$ cat config.mk
export PLATFORM = sky130hd
export DESIGN_NAME = serial_sub_ctrl
export DESIGN_NICKNAME = d
export VERILOG_FILES = /design/src/rtl/sub_pkg.sv /design/src/rtl/serial_sub_ctrl_fs_cell.sv /design/src/rtl/serial_sub_ctrl.sv
export SDC_FILE = /design/constraint.sdc
export NUM_CORES = 1
export LEC_CHECK = 0
export CAP_MARGIN = 40
export CORE_UTILIZATION = 55
export DETAILED_ROUTE_END_ITERATION = 8
export DONT_BUFFER_PORTS = 1
export GPL_TIMING_DRIVEN = 1
export PLACE_DENSITY = 0.7
export SLEW_MARGIN = 20
export SYNTH_ARGS = -nofsm -noshare
export SYNTH_HDL_FRONTEND = slang
export SYNTH_SLANG_ARGS = --single-unit
$ cat constraint.sdc
create_clock -name clk -period 2.2 [get_ports clk]
set_input_delay 0.33 -clock clk [delete_from_list [all_inputs] [get_ports clk]]
set_output_delay 0.33 -clock clk [all_outputs]
set_load 0.01 [all_outputs]
$ cat src/rtl/sub_pkg.sv
// Shared definitions for the bit-serial subtractor controller.
package sub_pkg;

    localparam int unsigned WIDTH_DEFAULT = 8;

    typedef enum logic [1:0] {
        IDLE  = 2'd0,
        SHIFT = 2'd1,
        DONE  = 2'd2
    } state_t;

endpackage

$ cat src/rtl/serial_sub_ctrl_fs_cell.sv
// One-bit full subtractor: d = a - b - bin, bout set when the bit borrows.
module fs_cell (
    input  logic a,
    input  logic b,
    input  logic bin,
    output logic d,
    output logic bout
);

    // Pure combinational subtractor cell.
    always_comb begin
        d    = a ^ b ^ bin;
        bout = (~a & b) | (~(a ^ b) & bin);
    end

endmodule

$ cat src/rtl/serial_sub_ctrl.sv
// Bit-serial unsigned subtractor: LSB first, one fs_cell reused over WIDTH cycles,
// ready/valid handshake on both sides.
module serial_sub_ctrl
    import sub_pkg::*;
#(
    parameter int unsigned WIDTH = WIDTH_DEFAULT
) (
    input  logic             clk,
    input  logic             rst_n,
    input  logic             in_valid,
    output logic             in_ready,
    input  logic [WIDTH-1:0] a,
    input  logic [WIDTH-1:0] b,
    input  logic             borrow_in,
    output logic             out_valid,
    input  logic             out_ready,
    output logic [WIDTH-1:0] diff,
    output logic             borrow_out,
    output logic             busy
);

    localparam int unsigned CW = (WIDTH > 1) ? $clog2(WIDTH) : 1;

    state_t           state, state_nxt;
    logic [CW-1:0]    cnt;
    logic [WIDTH-1:0] a_sr, b_sr, d_sr;
    logic             brw;
    logic             cell_d, cell_bout;
    logic             last_bit;

    assign last_bit = (cnt == CW'(WIDTH - 1));

    fs_cell u_cell (
        .a    (a_sr[0]),
        .b    (b_sr[0]),
        .bin  (brw),
        .d    (cell_d),
        .bout (cell_bout)
    );

    // State register.
    always_ff @(posedge clk or negedge rst_n) begin
        if (!rst_n) state <= IDLE;
        else        state <= state_nxt;
    end

    // Next-state and handshake outputs, decoded from state only.
    always_comb begin
        state_nxt = state;
        in_ready  = 1'b0;
        out_valid = 1'b0;
        busy      = 1'b0;
        case (state)
            IDLE: begin
                in_ready = 1'b1;
                if (in_valid) state_nxt = SHIFT;
            end
            SHIFT: begin
                busy = 1'b1;
                if (last_bit) state_nxt = DONE;
            end
            DONE: begin
                busy      = 1'b1;
                out_valid = 1'b1;
                if (out_ready) state_nxt = IDLE;
            end
            default: state_nxt = IDLE;
        endcase
    end

    // Operand capture, serial shifting, borrow chain and bit counter.
    // The counter saturates on the last bit so it never wraps.
    always_ff @(posedge clk or negedge rst_n) begin
        if (!rst_n) begin
            a_sr <= '0;
            b_sr <= '0;
            d_sr <= '0;
            brw  <= 1'b0;
            cnt  <= '0;
        end else begin
            case (state)
                IDLE: begin
                    if (in_valid) begin
                        a_sr <= a;
                        b_sr <= b;
                        brw  <= borrow_in;
                        cnt  <= '0;
                    end
                end
                SHIFT: begin
                    a_sr <= {1'b0, a_sr[WIDTH-1:1]};
                    b_sr <= {1'b0, b_sr[WIDTH-1:1]};
                    d_sr <= {cell_d, d_sr[WIDTH-1:1]};
                    brw  <= cell_bout;
                    if (!last_bit) cnt <= cnt + 1'b1;
                end
                default: ;
            endcase
        end
    end

    assign diff       = d_sr;
    assign borrow_out = brw;

endmodule
==> impl_metrics.csv <==
group,metric,value,unit
status,outcome,"completed",
critical_path,startpoint,"state[1]",
synth,synthDistinctLibCells,20,
timing,rsz0062_at_grt,"false",
critical_path,arrival,1980,ps
critical_path,worstSetupEndpointType,"flop",
hold_path,hold_start,"a[7]",
critical_path,cp_max_fo,37,
synth,yosysSeqAreaShare,50.5,%
synth,ys_ff_latch,30,
global_route,grt_max_degree,38,
power,leakage,0.732,nW
timing,finalHoldViolations,0,
routing,wl,2.35,mm
die,die_area,2910,um^2
die,die_x,54.0,um
routing,vias,890,
cells_and_area,ff_latch_area,751,um^2
synth,syn-num-nets,154,
timing,post-route-period-util,78.1,%
timing,max_slew_margin,78.0,%
cells_and_area,diodes,0,
die,design.core.area,2520,um^2
clock_tree,htree_levels,2,
clock_tree,numCtsBuffers,5,
timing,setup_viol,0,
die,rows,18,
place,hpwl,1.58,mm
timing,skew,3.98,ps
clock_tree,cts.sinks,30,
clock_tree,post_cts_resize_count,0,
cells_and_area,drive_gt1_share,19.5,%
critical_path,regToRegEndpoint,"cnt[1]",
global_route,grt_pass1_wl,3.57,mm
routing,remaining_drc_errors,0,
synth,netlist_instances,126,
job,max_cap_viol_count,0,
critical_path,crit_chain,"inv_1 -> ha_1 -> mux2i_4 -> buf_4 -> a22o_1",
synth,syn_area,1490,um^2
critical_path,critPathLaunchType,"flop",
power,finalPower,2.49,mW
die,io_pins,33,
critical_path,crit_required,2470,ps
critical_path,reg2reg_depth,5,
routing,initialDrtViolationCount,2,
power,ir_drop,1040,uV
critical_path,r2r_start,"state[1]",
clock_tree,cts_tree,"built",
routing,viasPerCell,5.46,
global_route,overflow,0,
power,power.density,1570,nW/um^2
clock_tree,clock_latency,320,ps
critical_path,critical_path_class,"reg -> reg",
hold_path,hp-class,"in -> reg",
cells_and_area,layout.nets,160,
critical_path,cpPeakStageDelay,420,ps
critical_path,crit_buf_inv,2,
cells_and_area,area_delta_synth_final,6.57,%
global_route,antenna_found_initial,0,
critical_path,crit_end,"cnt[1]",
die,initial_core_util,58.9,%
critical_path,path_delay_family,"buffers and inverters",
die,die_h,54.0,um
synth,syn_avg_cell_area,11.8,um^2
critical_path,crit_path_top_delay_cell,"dfrtp_1",
clock_tree,path_clk_slew,90,ps
routing,wl_per_cell,14.4,um
global_route,track_usage,18.4,%
clock_tree,cts_root_buf,"clkbuf_4",
place,gp_congestion,0.658,
timing,slew_violations,0,
timing,period_minus_slack,1720,ps
place,port_buffers,0,
global_route,grt_pass1_vias,814,
synth,yosys_warnings,0,
clock_tree,cts_buffer_depth,2,
critical_path,worst-path-stages,5,
critical_path,r2r_slack,480,ps
routing,ant_nets,0,
routing,drtPass1Iterations,4,
timing,finalSetupTns,0,ps
cells_and_area,multi_input_area,657,um^2
cells_and_area,nFillCells,219,
timing,worstMarginPinSlew,331,ps
timing,fmax,582,MHz
[stage by stage]
stage | hold slack, ps | instance area, um^2 | instances | util (%) | setup slack (ps)
after CTS | 131 | 1580 | 163 | 62.8 | 462
after global routing | 127 | 1580 | 163 | 62.8 | 343
after global placement | 35.1 | 1490 | 153 | 59.2 | 551
after floorplan | 34.4 | 1490 | 126 | - | 608
final | 139 | 1580 | 163 | 62.8 | 481
after detailed placement | 35.0 | 1490 | 153 | 59.2 | 488
[where the power goes]
part	leakage (nW)	switching (mW)	internal, mW
logic	0.325	0.551	0.555
clock network	0.0353	0.185	0.155
registers	0.372	0.216	0.825
[kinds of logic after synthesis]
family          share of synthesized area (%)
compound gates                           10.3
fa+ha+maj                                6.40
buf+inv                                  5.30
flops                                    50.5
mux                                      19.7
simple gates                             7.83
[metal layers]
metal	GRT usage [%]	wire length, um
met5	0	0
met4	14.1	43
met3	6.50	153
met2	27.6	1050
met1	21.4	1100
[sequential cells by signal, indices dropped and copies added, names as in the netlist]
register    count
cnt             3
diff            8
b_sr            8
borrow_out      1
state           2
a_sr            8
[how the worst min path moves through the flow]
stage	endpoint	slack, ps	cells past startpoint
floorplan	a_sr[0]	30	0
global placement	state[0]	40	0
detailed placement	state[0]	40	0
CTS	a_sr[7]	130	2
global route	a_sr[7]	130	2
finish	a_sr[7]	140	2
[placed cells by master, fill, tap and decap left out, types with 2 or more instances in the layout]
cell and instances:
dfrtp_1 30, nand2_1 20, o21ai_1 17, mux2i_1 15
mux2_2 8, inv_1 6, ha_1 6, clkbuf_4 5
nand2b_1 4, o21ai_0 3, a22o_1 3, buf_4 3
mux2_4 2
[cell usage after synthesis (all sizes together)]
master,count,area (um^2)
a22o,3,26.3
nand2,20,75.1
or2,1,6.26
nand2b,4,25.0
and2b,1,10.0
mux2,10,120
mux2i,16,173
o21ai,20,100
dfrtp,30,751
a221oi,1,26.3
fa,1,20.0
inv,7,26.3
ha,6,75.1
buf,6,52.5
[what timing repair did]
action                                 in CTS  in global routing
buffers inserted                            0                  0
endpoints found under the hold margin      30                  0
hold buffers                                2                  0
[layout make-up]
cell class | instances | area share [%]
Sequential cell | 30 | 47.4
Clock inverter | 1 | 0.316
Inverter | 7 | 1.66
Clock buffer | 7 | 3.48
Multi-Input combinational cell | 83 | 41.5
Timing Repair Buffer | 5 | 3.32
Tap cell | 30 | 2.37
Power figures use the tool's default switching activity.
